[src/rtl/par_to_seq_unloader.sv]
// Parallel-to-serial frame unloader for the BCH datapath.
// Captures SHIFT_LEN words of BIT_WIDTH bits with one load strobe. It then replays them one word
// per accepted valid/ready transfer to the next serial stage.
// After the last transfer it spends one DONE cycle, then returns to IDLE.
// A load attempted while a frame is in flight is dropped and latches a sticky overflow flag.

module par_to_seq_unloader #(
  parameter int          DIRECTION = 1,
  parameter int unsigned SHIFT_LEN = 4,
  parameter int unsigned BIT_WIDTH = 8
) (
  input  logic                           clk,
  input  logic                           in_ctr_Arst_n,
  input  logic                           in_ctr_Srst,
  input  logic                           in_ctr_en,
  input  logic                           in_ctr_ld,
  input  logic [BIT_WIDTH*SHIFT_LEN-1:0] in,
  input  logic                           in_ctr_rdy,
  output logic [BIT_WIDTH-1:0]           out,
  output logic                           out_valid,
  output logic                           out_last,
  output logic                           out_busy,
  output logic                           out_done,
  output logic                           out_err_ovf
);

  // One spare counter bit so SHIFT_LEN == 1 still yields a legal width.
  localparam int unsigned      CntW     = $clog2(SHIFT_LEN) + 1;
  localparam logic [CntW-1:0]  LastCnt  = CntW'(SHIFT_LEN - 1);
  localparam int unsigned      FirstIdx = (DIRECTION > 0) ? 0 : SHIFT_LEN - 1;

  typedef enum logic [1:0] {StIdle, StShift, StDone} state_e;

  state_e               state_q;
  logic [CntW-1:0]      cnt_q;
  logic [BIT_WIDTH-1:0] word_q [SHIFT_LEN];
  logic [BIT_WIDTH-1:0] out_q;
  logic                 valid_q;
  logic                 busy_q;
  logic                 done_q;
  logic                 ovf_q;

  logic                 xfer;
  logic                 at_last;
  logic [BIT_WIDTH-1:0] next_word;
  int                   nxt_cnt;
  int                   nxt_sel;

  // Handshake decode and selection of the word that follows the one currently on out.
  always_comb begin
    xfer      = in_ctr_en & valid_q & in_ctr_rdy;
    at_last   = (cnt_q == LastCnt);
    nxt_cnt   = int'(cnt_q) + 1;
    nxt_sel   = (DIRECTION > 0) ? nxt_cnt : int'(SHIFT_LEN) - 1 - nxt_cnt;
    next_word = '0;
    for (int k = 0; k < int'(SHIFT_LEN); k++) begin
      if (k == nxt_sel) begin
        next_word = word_q[k];
      end
    end
  end

  // Frame FSM with registered data and status outputs; the enable freezes everything.
  always_ff @(posedge clk or negedge in_ctr_Arst_n) begin
    if (!in_ctr_Arst_n) begin
      state_q <= StIdle;
      cnt_q   <= '0;
      out_q   <= '0;
      valid_q <= 1'b0;
      busy_q  <= 1'b0;
      done_q  <= 1'b0;
      ovf_q   <= 1'b0;
      for (int k = 0; k < int'(SHIFT_LEN); k++) begin
        word_q[k] <= '0;
      end
    end else if (in_ctr_Srst) begin
      // Synchronous clear mirrors reset and takes priority over a coincident load.
      state_q <= StIdle;
      cnt_q   <= '0;
      out_q   <= '0;
      valid_q <= 1'b0;
      busy_q  <= 1'b0;
      done_q  <= 1'b0;
      ovf_q   <= 1'b0;
      for (int k = 0; k < int'(SHIFT_LEN); k++) begin
        word_q[k] <= '0;
      end
    end else if (in_ctr_en) begin
      if (in_ctr_ld && (state_q != StIdle)) begin
        ovf_q <= 1'b1;
      end
      unique case (state_q)
        StIdle: begin
          if (in_ctr_ld) begin
            for (int k = 0; k < int'(SHIFT_LEN); k++) begin
              word_q[k] <= in[k*BIT_WIDTH +: BIT_WIDTH];
            end
            // The first word goes straight from the input so it is valid one cycle after load.
            out_q   <= in[FirstIdx*BIT_WIDTH +: BIT_WIDTH];
            cnt_q   <= '0;
            valid_q <= 1'b1;
            busy_q  <= 1'b1;
            state_q <= StShift;
          end
        end
        StShift: begin
          if (xfer) begin
            if (at_last) begin
              // out keeps the last word; only valid drops.
              cnt_q   <= '0;
              valid_q <= 1'b0;
              done_q  <= 1'b1;
              state_q <= StDone;
            end else begin
              cnt_q <= cnt_q + CntW'(1);
              out_q <= next_word;
            end
          end
        end
        StDone: begin
          done_q  <= 1'b0;
          busy_q  <= 1'b0;
          state_q <= StIdle;
        end
        default: begin
          state_q <= StIdle;
        end
      endcase
    end
  end

  assign out         = out_q;
  assign out_valid   = valid_q;
  assign out_last    = valid_q & at_last;
  assign out_busy    = busy_q;
  assign out_done    = done_q;
  assign out_err_ovf = ovf_q;

endmodule

[config.mk]
export PLATFORM = sky130hd
export DESIGN_NAME = par_to_seq_unloader
export DESIGN_NICKNAME = d
export VERILOG_FILES = /design/src/rtl/par_to_seq_unloader.sv
export SDC_FILE = /design/constraint.sdc
export NUM_CORES = 1
export LEC_CHECK = 0
export ABC_AREA = 1
export BUFFER_PORTS_ARGS = -buffer_cell sky130_fd_sc_hd__buf_4
export CAP_MARGIN = 20
export CORE_UTILIZATION = 35
export CTS_BUF_LIST = sky130_fd_sc_hd__clkbuf_8 sky130_fd_sc_hd__clkbuf_16
export DETAILED_ROUTE_END_ITERATION = 16
export HOLD_SLACK_MARGIN = 0.12
export MAX_ROUTING_LAYER = met4
export PLACE_DENSITY = 0.55
export SLEW_MARGIN = 20
export SYNTH_ARGS = -nofsm -noshare
export SYNTH_HDL_FRONTEND = slang
export SYNTH_SLANG_ARGS = --single-unit
export TNS_END_PERCENT = 30
[constraint.sdc]
create_clock -name clk -period 3.5 [get_ports clk]
set_input_delay 0.175 -clock clk [delete_from_list [all_inputs] [get_ports clk]]
set_output_delay 0.175 -clock clk [all_outputs]
set_load 0.05 [all_outputs]
==> results of run 1 <==
routing by layer:
layer / track usage (%) / up-vias / routed length (um)
li1: - / 1270 / -
met1: 24.2 / 1057 / 3340
met2: 27.1 / 45 / 2820
met3: 3.05 / 6 / 199
met4: 4.10 / 0 / 62
met5: - / - / 0
worst paths after layout:
path / end / cells after the start / startpoint
worst max-delay path: out[7] / 10 / cnt_q[0]
worst max register to register: out[7] / 10 / cnt_q[0]
max in group asynchronous: out_valid / 2 / in_ctr_Arst_n
worst min register to register: out[4] / 2 / out[4]
min in group asynchronous: word_q[7] / 2 / in_ctr_Arst_n
worst min-delay path: word_q[12] / 3 / in[20]
worst max-delay path, cell delays in order, from the launching register on:
cell and delay (ps):
dfrtp_1 440, ha_1 240, ha_1 480, nand3_1 120
nor2_1 330, nand2_1 130, nand2_1 90, nand2_1 50
nand2_1 90, nand2_1 60, nand2_1 50
cells in the mapped netlist:
| master | instances | area [um2] |
|---|---|---|
| a211oi_1 | 1 | 7.51 |
| a21oi_1 | 12 | 60.1 |
| a21oi_4 | 1 | 16.3 |
| buf_2 | 4 | 20.0 |
| buf_4 | 1 | 7.51 |
| buf_6 | 1 | 11.3 |
| clkbuf_1 | 9 | 33.8 |
| dfrtp_1 | 49 | 1230 |
| ha_1 | 7 | 87.6 |
| inv_1 | 66 | 248 |
| inv_2 | 3 | 11.3 |
| mux2_2 | 1 | 11.3 |
| nand2_1 | 95 | 357 |
| nand2_2 | 1 | 6.26 |
| nand3_1 | 29 | 145 |
| nand3_2 | 1 | 10.0 |
| nand3_4 | 1 | 17.5 |
| nand4_1 | 8 | 50.1 |
| nor2_1 | 19 | 71.3 |
| nor2_2 | 4 | 25.0 |
| nor2_4 | 1 | 11.3 |
| o21ai_0 | 45 | 225 |
| o21ai_1 | 4 | 20.0 |
| o21ai_2 | 1 | 8.76 |
| o31ai_2 | 1 | 12.5 |
power by group:
part           leakage (uW)  switching (uW)  internal (uW)
combinational       0.00110             392            200
sequential         0.000646            51.7            634
clock             0.0000512             190            160
total               0.00180             633            995
cell usage in the layout, fill, tap and decap left out, drive strengths merged:
cell	netlist	layout
a211oi	1	1
a21oi	13	13
buf	6	51
clkbuf	9	6
clkinv	0	2
dfrtp	49	49
dlygate4sd3	0	23
ha	7	7
inv	69	69
mux2	1	1
nand2	96	96
nand3	31	31
nand4	8	8
nor2	24	24
o21ai	50	50
o31ai	1	1
through the flow:
step | cell area, um2 | setup WS [ps] | hold WS, ps | instances
after floorplan | 2700 | 1660 | -121 | 365
after global placement | 3140 | 1450 | 251 | 500
after CTS | 3470 | 1370 | 123 | 531
after global routing | 3470 | 1140 | 145 | 531
after detailed placement | 3140 | 1390 | 240 | 500
final | 3470 | 1380 | 117 | 531
sequential cells by signal, indices dropped and copies added (netlist names):
name	count
out	8
out_busy	1
state_q	2
cnt_q	3
word_q	32
out_done	1
out_valid	1
out_err_ovf	1
kinds of logic after synthesis:
family / count (synthesis) / synth area share, %
adders and majority gates: 7 / 3.24
buffers and inverters: 84 / 12.3
AOI/OAI and AO/OA: 65 / 13.0
muxes: 1 / 0.417
DFF: 49 / 45.4
and+or+nand+nor: 159 / 25.7
what timing repair did:
item                                   CTS  global route
endpoints found under the hold margin   71             0
setup buffers                            0             0
hold buffers                            23             0
final cells by class:
cell class	instances	share of cell area (%)
clock buffer	6	2.38
clock inverter	2	0.397
sequential	49	35.3
multi-input combinational	232	33.2
timing repair buffer	74	17.7
tap	99	3.57
inverter	69	7.46
==> flow_summary.rst, run 1 <==
.. list-table::
   :header-rows: 1

   * - Metric
     - Value
   * - Share of final-layout standard cells stronger than drive strength 1
     - 17.1%
   * - Root cell of the clock tree
     - clkbuf_8
   * - Number of CTS-inserted buffers
     - 5
   * - Outcome
     - complete, no violations
   * - Critical Path Source Type
     - register
   * - Fin util
     - between 40% and 50%
   * - Total Routing Usage GR
     - about 18%
   * - Number of top-level pins
     - ~50
   * - Critical path data required time
     - roughly 3800 ps
   * - Pwr Total
     - roughly 1600 uW
   * - Share of synthesized area occupied by flip-flops and latches
     - around 45%
   * - Number of antenna-violating nets in the routed design
     - 0
   * - Standard-cell row count
     - 31
   * - Number of buffers between clock root and the deepest sink
     - 2
   * - Total area of sequential cells
     - roughly 1200 um2
   * - Number of storage elements in the synthesis netlist
     - just under 50
   * - Count of max-cap constraint violations
     - 0
   * - Layout net count
     - 476
   * - Post-detail-place hpwl
     - between 4000 and 5000 um
   * - Level count of the clock H-tree
     - 2
   * - Max rail drop VDD
     - ~0.16 mV
   * - Syn Nets
     - 410
   * - Pin count of the biggest net entering global routing
     - 50
   * - Post-synth cell types
     - 25
   * - Number of failing hold endpoints at the final stage
     - 0
   * - Per-cell routed wire length
     - between 10 and 15 um
   * - Critical path type
     - reg -> reg
   * - Number of instances in the synthesized netlist
     - 365
   * - Die H
     - 89.8 um
   * - Final weighted congestion of routability-driven global placement
     - ~0.8
   * - Arrival @ worst endpoint
     - between 2000 and 2500 ps
   * - Initial standard-cell utilization of the core
     - between 30% and 40%
   * - Setup-failing EPs final
     - 0
   * - Number of slew-limit violations in the final report
     - 0
   * - Maximum fanout along the worst path
     - 11
   * - Multi-input gate area in the final layout
     - approximately 1200 um2
   * - Gates resized, CTS repair
     - 0
   * - Tightest Hold Check Type
     - in -> reg
   * - Via count of the first global-routing pass
     - between 2000 and 2500
   * - Clock-pin slew on the worst setup and hold paths
     - 90 ps
   * - Nature of the critical path endpoint
     - register
   * - DR iter-0 viols
     - 105
   * - First-pass GRT wire length
     - about 11000 um
   * - Post-synthesis area per instance
     - about 7.4 um2
   * - Via density per instance
     - ~4.5
   * - Leak Pwr
     - between 0.0015 and 0.002 uW
   * - Power per unit of standard cell area
     - 469 nW/um2
   * - TritonCTS clock tree
     - done
   * - Number of fillers in the final layout
     - a little under 800
   * - Number of buffers inserted by port buffering
     - 50
   * - Setup clock skew after layout
     - 9.06 ps
   * - Setup repair after global routing missed its margin
     - false
   * - Crit share post-route
     - 60.7%
   * - Area of the placeable core
     - between 7000 and 8000 um2
   * - Chip width
     - 89.8 um
   * - Relative slew slack
     - 46.3%
   * - Number of optimization iterations in the first detailed-route pass
     - 4
   * - Layout Area Growth over Synthesis
     - 28.5%
   * - DRC violation count after routing
     - 0
   * - Accumulated negative setup slack
     - 0 ps
   * - Worst slew pin tran
     - between 800 and 900 ps
   * - Via count
     - 2378
   * - Antenna violations before repair
     - 0
   * - Die footprint
     - 8070 um2
   * - Remaining global-route overflow
     - 0
   * - Routed wire length
     - 6420 um
   * - Clock latency at the later pin of the worst-skew pair
     - approximately 300 ps
   * - Clock net sink count
     - roughly 50
   * - Ant diodes
     - 0
   * - Clock period minus worst slack
     - approximately 2100 ps
   * - Fmax
     - 471 MHz
   * - Reg2reg setup slack
     - roughly 1400 ps
   * - Synthesized cell area
     - between 2000 and 3000 um2
   * - Yosys warning total
     - 0
Power figures use the tool's default switching activity.
==> inputs of run 2 (changes only) <==
--- a/config.mk
+++ b/config.mk
@@ -5,7 +5,7 @@
 export SDC_FILE = /design/constraint.sdc
 export NUM_CORES = 1
 export LEC_CHECK = 0
-export ABC_AREA = 1
+export ABC_AREA = 0
 export BUFFER_PORTS_ARGS = -buffer_cell sky130_fd_sc_hd__buf_4
 export CAP_MARGIN = 20
 export CORE_UTILIZATION = 35
==> constraint.sdc (replaced) <==
create_clock -name clk -period 1.96 [get_ports clk]
set_input_delay 0.098 -clock clk [delete_from_list [all_inputs] [get_ports clk]]
set_output_delay 0.098 -clock clk [all_outputs]
set_load 0.05 [all_outputs]
==> run 2 against run 1 <==
Compared with the run above: register-to-register slack got worse by 1300 ps; utilization rose by 3.2 points; die area decreased by 6.6%; critical path depth down 5; hold slack improved by 13 ps; cell count is 22% lower; global-route usage up 0.12 points; first-iteration DRC count is 13% higher; sequential cell count unchanged; highest routed layer unchanged.
==> flow_summary.rst, run 2 <==
.. list-table::
   :header-rows: 1

   * - Metric
     - Value
   * - Layout net count
     - 360 (-24%)
   * - Number of antenna-violating nets in the routed design
     - 0 (unchanged)
   * - Via count of the first global-routing pass
     - 1946 (-15%)
   * - Largest stage delay on the critical path
     - 460 ps (-20 ps)
   * - Worst path slowest cell
     - dfrtp_2
   * - Cell occurring most often along the worst timing path
     - ha_1
   * - Arrival @ worst endpoint
     - 2070 ps (-300 ps)
   * - Largest register FFs
     - 32 (unchanged)
   * - Setup clock skew after layout
     - 5.45 ps (-3.60 ps)
   * - Number of buffers between clock root and the deepest sink
     - 2 (unchanged)
   * - Level count of the clock H-tree
     - 2 (unchanged)
   * - Count of max-cap constraint violations
     - 0 (unchanged)
   * - Standard-cell row count
     - 30 (-3.2%)
   * - Number of optimization iterations in the first detailed-route pass
     - 4 (unchanged)
   * - DR iter-0 viols
     - 119 (+13%)
   * - Number of buffers inserted by port buffering
     - 50 (unchanged)
   * - Area of the placeable core
     - 6870 um2 (-6.8%)
   * - Crit share post-route
     - 95.2% (+34 points)
   * - Non-filler instance count after layout
     - 412 (-22%)
   * - Relative slew slack
     - 33.6% (-13 points)
   * - DRC violation count after routing
     - 0 (unchanged)
   * - Chain of cells forming the critical path
     - ha_1, ha_1, nand2b_1, a211o_4, a221oi_2
   * - Placed cell count
     - 371 (-26%)
   * - Via density per instance
     - 4.99 (+11%)
   * - Accumulated negative setup slack
     - 0 ps (unchanged)
   * - Number of storage elements in the synthesis netlist
     - 49 (unchanged)
   * - Post-detail-place hpwl
     - 4090 um (-11%)
   * - Initial standard-cell utilization of the core
     - 36.6% (about the same)
   * - Number of failing hold endpoints at the final stage
     - 0 (unchanged)
   * - Post-synth cell types
     - 42 (+68%)
   * - Leading cell types in the layout, fill and taps excluded
     - buf_4, dfrtp_1, dlygate4sd3_1
   * - Switching Share
     - 30.3% (-8.6 points)
   * - Layout Area Growth over Synthesis
     - 37.1%
   * - Total Routing Usage GR
     - 17.7% (+0.12 points)
   * - Setup repair after global routing missed its margin
     - false
   * - Remaining global-route overflow
     - 0 (unchanged)
   * - Final Hold Slack
     - 129 ps (+12.6 ps)
   * - Final weighted congestion of routability-driven global placement
     - 0.741 (-10%)
   * - Critical hold path startpoint
     - in_ctr_en
   * - Critical path data required time
     - 2160 ps (-1590 ps)
   * - Net switching power figure
     - 782 uW (+24%)
   * - Power per unit of standard cell area
     - 748 nW/um2 (+59%)
   * - Ant diodes
     - 0 (unchanged)
   * - Root cell of the clock tree
     - clkbuf_8
   * - Max rail drop VDD
     - 0.394 mV (+140%)
   * - Fmax
     - 536 MHz (+14%)
   * - Die footprint
     - 7540 um2 (-6.6%)
   * - Register with the highest flop count
     - word_q
   * - Share of synthesized area occupied by flip-flops and latches
     - 48.7% (+3.3 points)
   * - Clock-pin slew on the worst setup and hold paths
     - 90 ps (about the same)
   * - TritonCTS clock tree
     - done
   * - Total setup buffers inserted after CTS
     - 0 (unchanged)
   * - Cell types occupying the most area after synthesis
     - dfrtp_1, a22o_1, a221oi_2
   * - Chip width
     - 86.8 um (-3.4%)
   * - Worst setup startpoint
     - cnt_q[1]
   * - Primary FF master, synth
     - dfrtp_1
   * - Per-cell routed wire length
     - 15.0 um (+24%)
   * - Clock net sink count
     - 49 (unchanged)
   * - Yosys warning total
     - 0 (unchanged)
   * - Tightest Hold Check Type
     - in -> reg
   * - Number of slew-limit violations in the final report
     - 0 (unchanged)
   * - First-pass GRT wire length
     - 9880 um (-11%)
   * - Synthesized cell area
     - 2520 um2 (-6.8%)
   * - Yosys top cell by area
     - dfrtp_1
   * - Syn Nets
     - 273 (-33%)
   * - Comb power frac
     - 27.1% (-9.3 points)
   * - Commonest non-fill, non-tap cell in the layout
     - buf_4
   * - Critical Path Source Type
     - register
   * - Nature of the critical path endpoint
     - register
   * - Outcome
     - complete, no violations
   * - Antenna violations before repair
     - 0 (unchanged)
   * - Clock latency at the later pin of the worst-skew pair
     - 300 ps (about the same)
   * - Fraction of power consumed by sequential logic
     - 43.8% (+1.7 points)
   * - Internal power component
     - 1800 uW (+81%)
   * - Setup-failing EPs final
     - 0 (unchanged)
   * - Number of fillers in the final layout
     - 653 (-16%)
   * - Most numerous cell types in the synthesized netlist
     - dfrtp_1, a22o_1, a21oi_1
   * - Clock period minus worst slack
     - 1870 ps (-259 ps)
   * - Die H
     - 86.8 um (-3.4%)
   * - Area of all placed cells without fillers
     - 3450 um2 (-0.50%)
   * - Count of flip-flops with a built-in enable after synthesis
     - 0 (unchanged)
   * - Startpoint of the worst register-to-register path
     - cnt_q[1]
   * - Leak Pwr
     - 0.00159 uW (-11%)
   * - Worst slew pin tran
     - 995 ps (+191 ps)
   * - Number of top-level pins
     - 51 (unchanged)
   * - Routed wire length
     - 6190 um (-3.6%)
   * - Pin count of the biggest net entering global routing
     - 50 (unchanged)
   * - Top cell type's share of synthesized area
     - 48.7% (+3.3 points)
   * - Leading cell type by number of instances after synthesis
     - dfrtp_1
   * - Number of CTS-inserted buffers
     - 5 (unchanged)
   * - Post-synthesis area per instance
     - 11.0 um2 (+49%)
   * - Number of instances in the synthesized netlist
     - 228 (-38%)
   * - Instance area at placement
     - 3000 um2 (-4.7%)
   * - Via count
     - 2056 (-14%)
   * - Critical path type
     - reg -> reg
   * - Maximum fanout along the worst path
     - 8 (-3)
   * - Share of total power in the clock network
     - 29.1% (+7.6 points)
   * - Share of final-layout standard cells stronger than drive strength 1
     - 28.8% (+12 points)
   * - Async set or reset register ratio after synthesis
     - 100% (unchanged)
-- run 2: worst max-delay path, delay by kind of cell, from the launching register on --
kind	cells	cell delay, ps
flops	1	460
fa+ha+maj	2	420
simple gates	1	170
compound gates	2	720
-- run 2: kinds of logic after synthesis --
| kind of cell | synth area share [%] |
|---|---|
| DFF | 48.7 |
| muxes | 1.29 |
| buffers and inverters | 6.46 |
| adders and majority gates | 3.48 |
| AOI/OAI and AO/OA | 26.5 |
| and+or+nand+nor | 13.5 |
-- run 2: metal layers --
layer | track usage [%] | wire length (um) | up-vias
met4 | 3.79 | 54 | 0
li1 | - | - | 994
met5 | - | 0 | -
met1 | 23.9 | 3070 | 1019
met2 | 27.7 | 2880 | 39
met3 | 3.24 | 177 | 4
-- run 2: final timing paths --
kind / endpoint / slack, ps / depth (start not counted)
setup / recovery: out[6] / 90 / 5
hold / removal: state_q[1] / 130 / 3
setup reg to reg: out[6] / 90 / 5
hold reg to reg: word_q[10] / 500 / 1
max in group asynchronous: cnt_q[1] / 1110 / 2
min in group asynchronous: out_err_ovf / 370 / 2
-- run 2: timing repair --
action	CTS	global route
endpoints found under the setup margin	0	1
resized for setup	0	2
endpoints found under the hold margin	81	0
hold buffers	33	0
-- run 2: area by class of cell --
class	count	area, um2	area share (%)
clock buffer	6	82.6	2.39
clock inverter	2	33.8	0.979
inverter	15	56.3	1.63
multi-input combinational	149	1140	32.9
sequential	49	1230	35.6
tap	96	120	3.48
timing repair buffer	95	796	23.1
-- run 2: through the flow --
step	total power [uW]	setup slack (ps)	utilization (%)
4_1_cts	2600	78.3	50.1
2_1_floorplan	1580	206	-
5_1_grt	2710	14.7	50.3
3_5_place_dp	1800	111	43.6
3_3_place_gp	1800	188	43.6
6_report	2580	94.7	50.3
-- run 2: power by group through the flow --
stage          Combinational, uW  Clock [uW]  Sequential [uW]
2_1_floorplan                341           0             1230
3_3_place_gp                 645           0             1150
3_5_place_dp                 649           0             1150
4_1_cts                      702         769             1130
5_1_grt                      759         814             1140
6_report                     700         753             1130
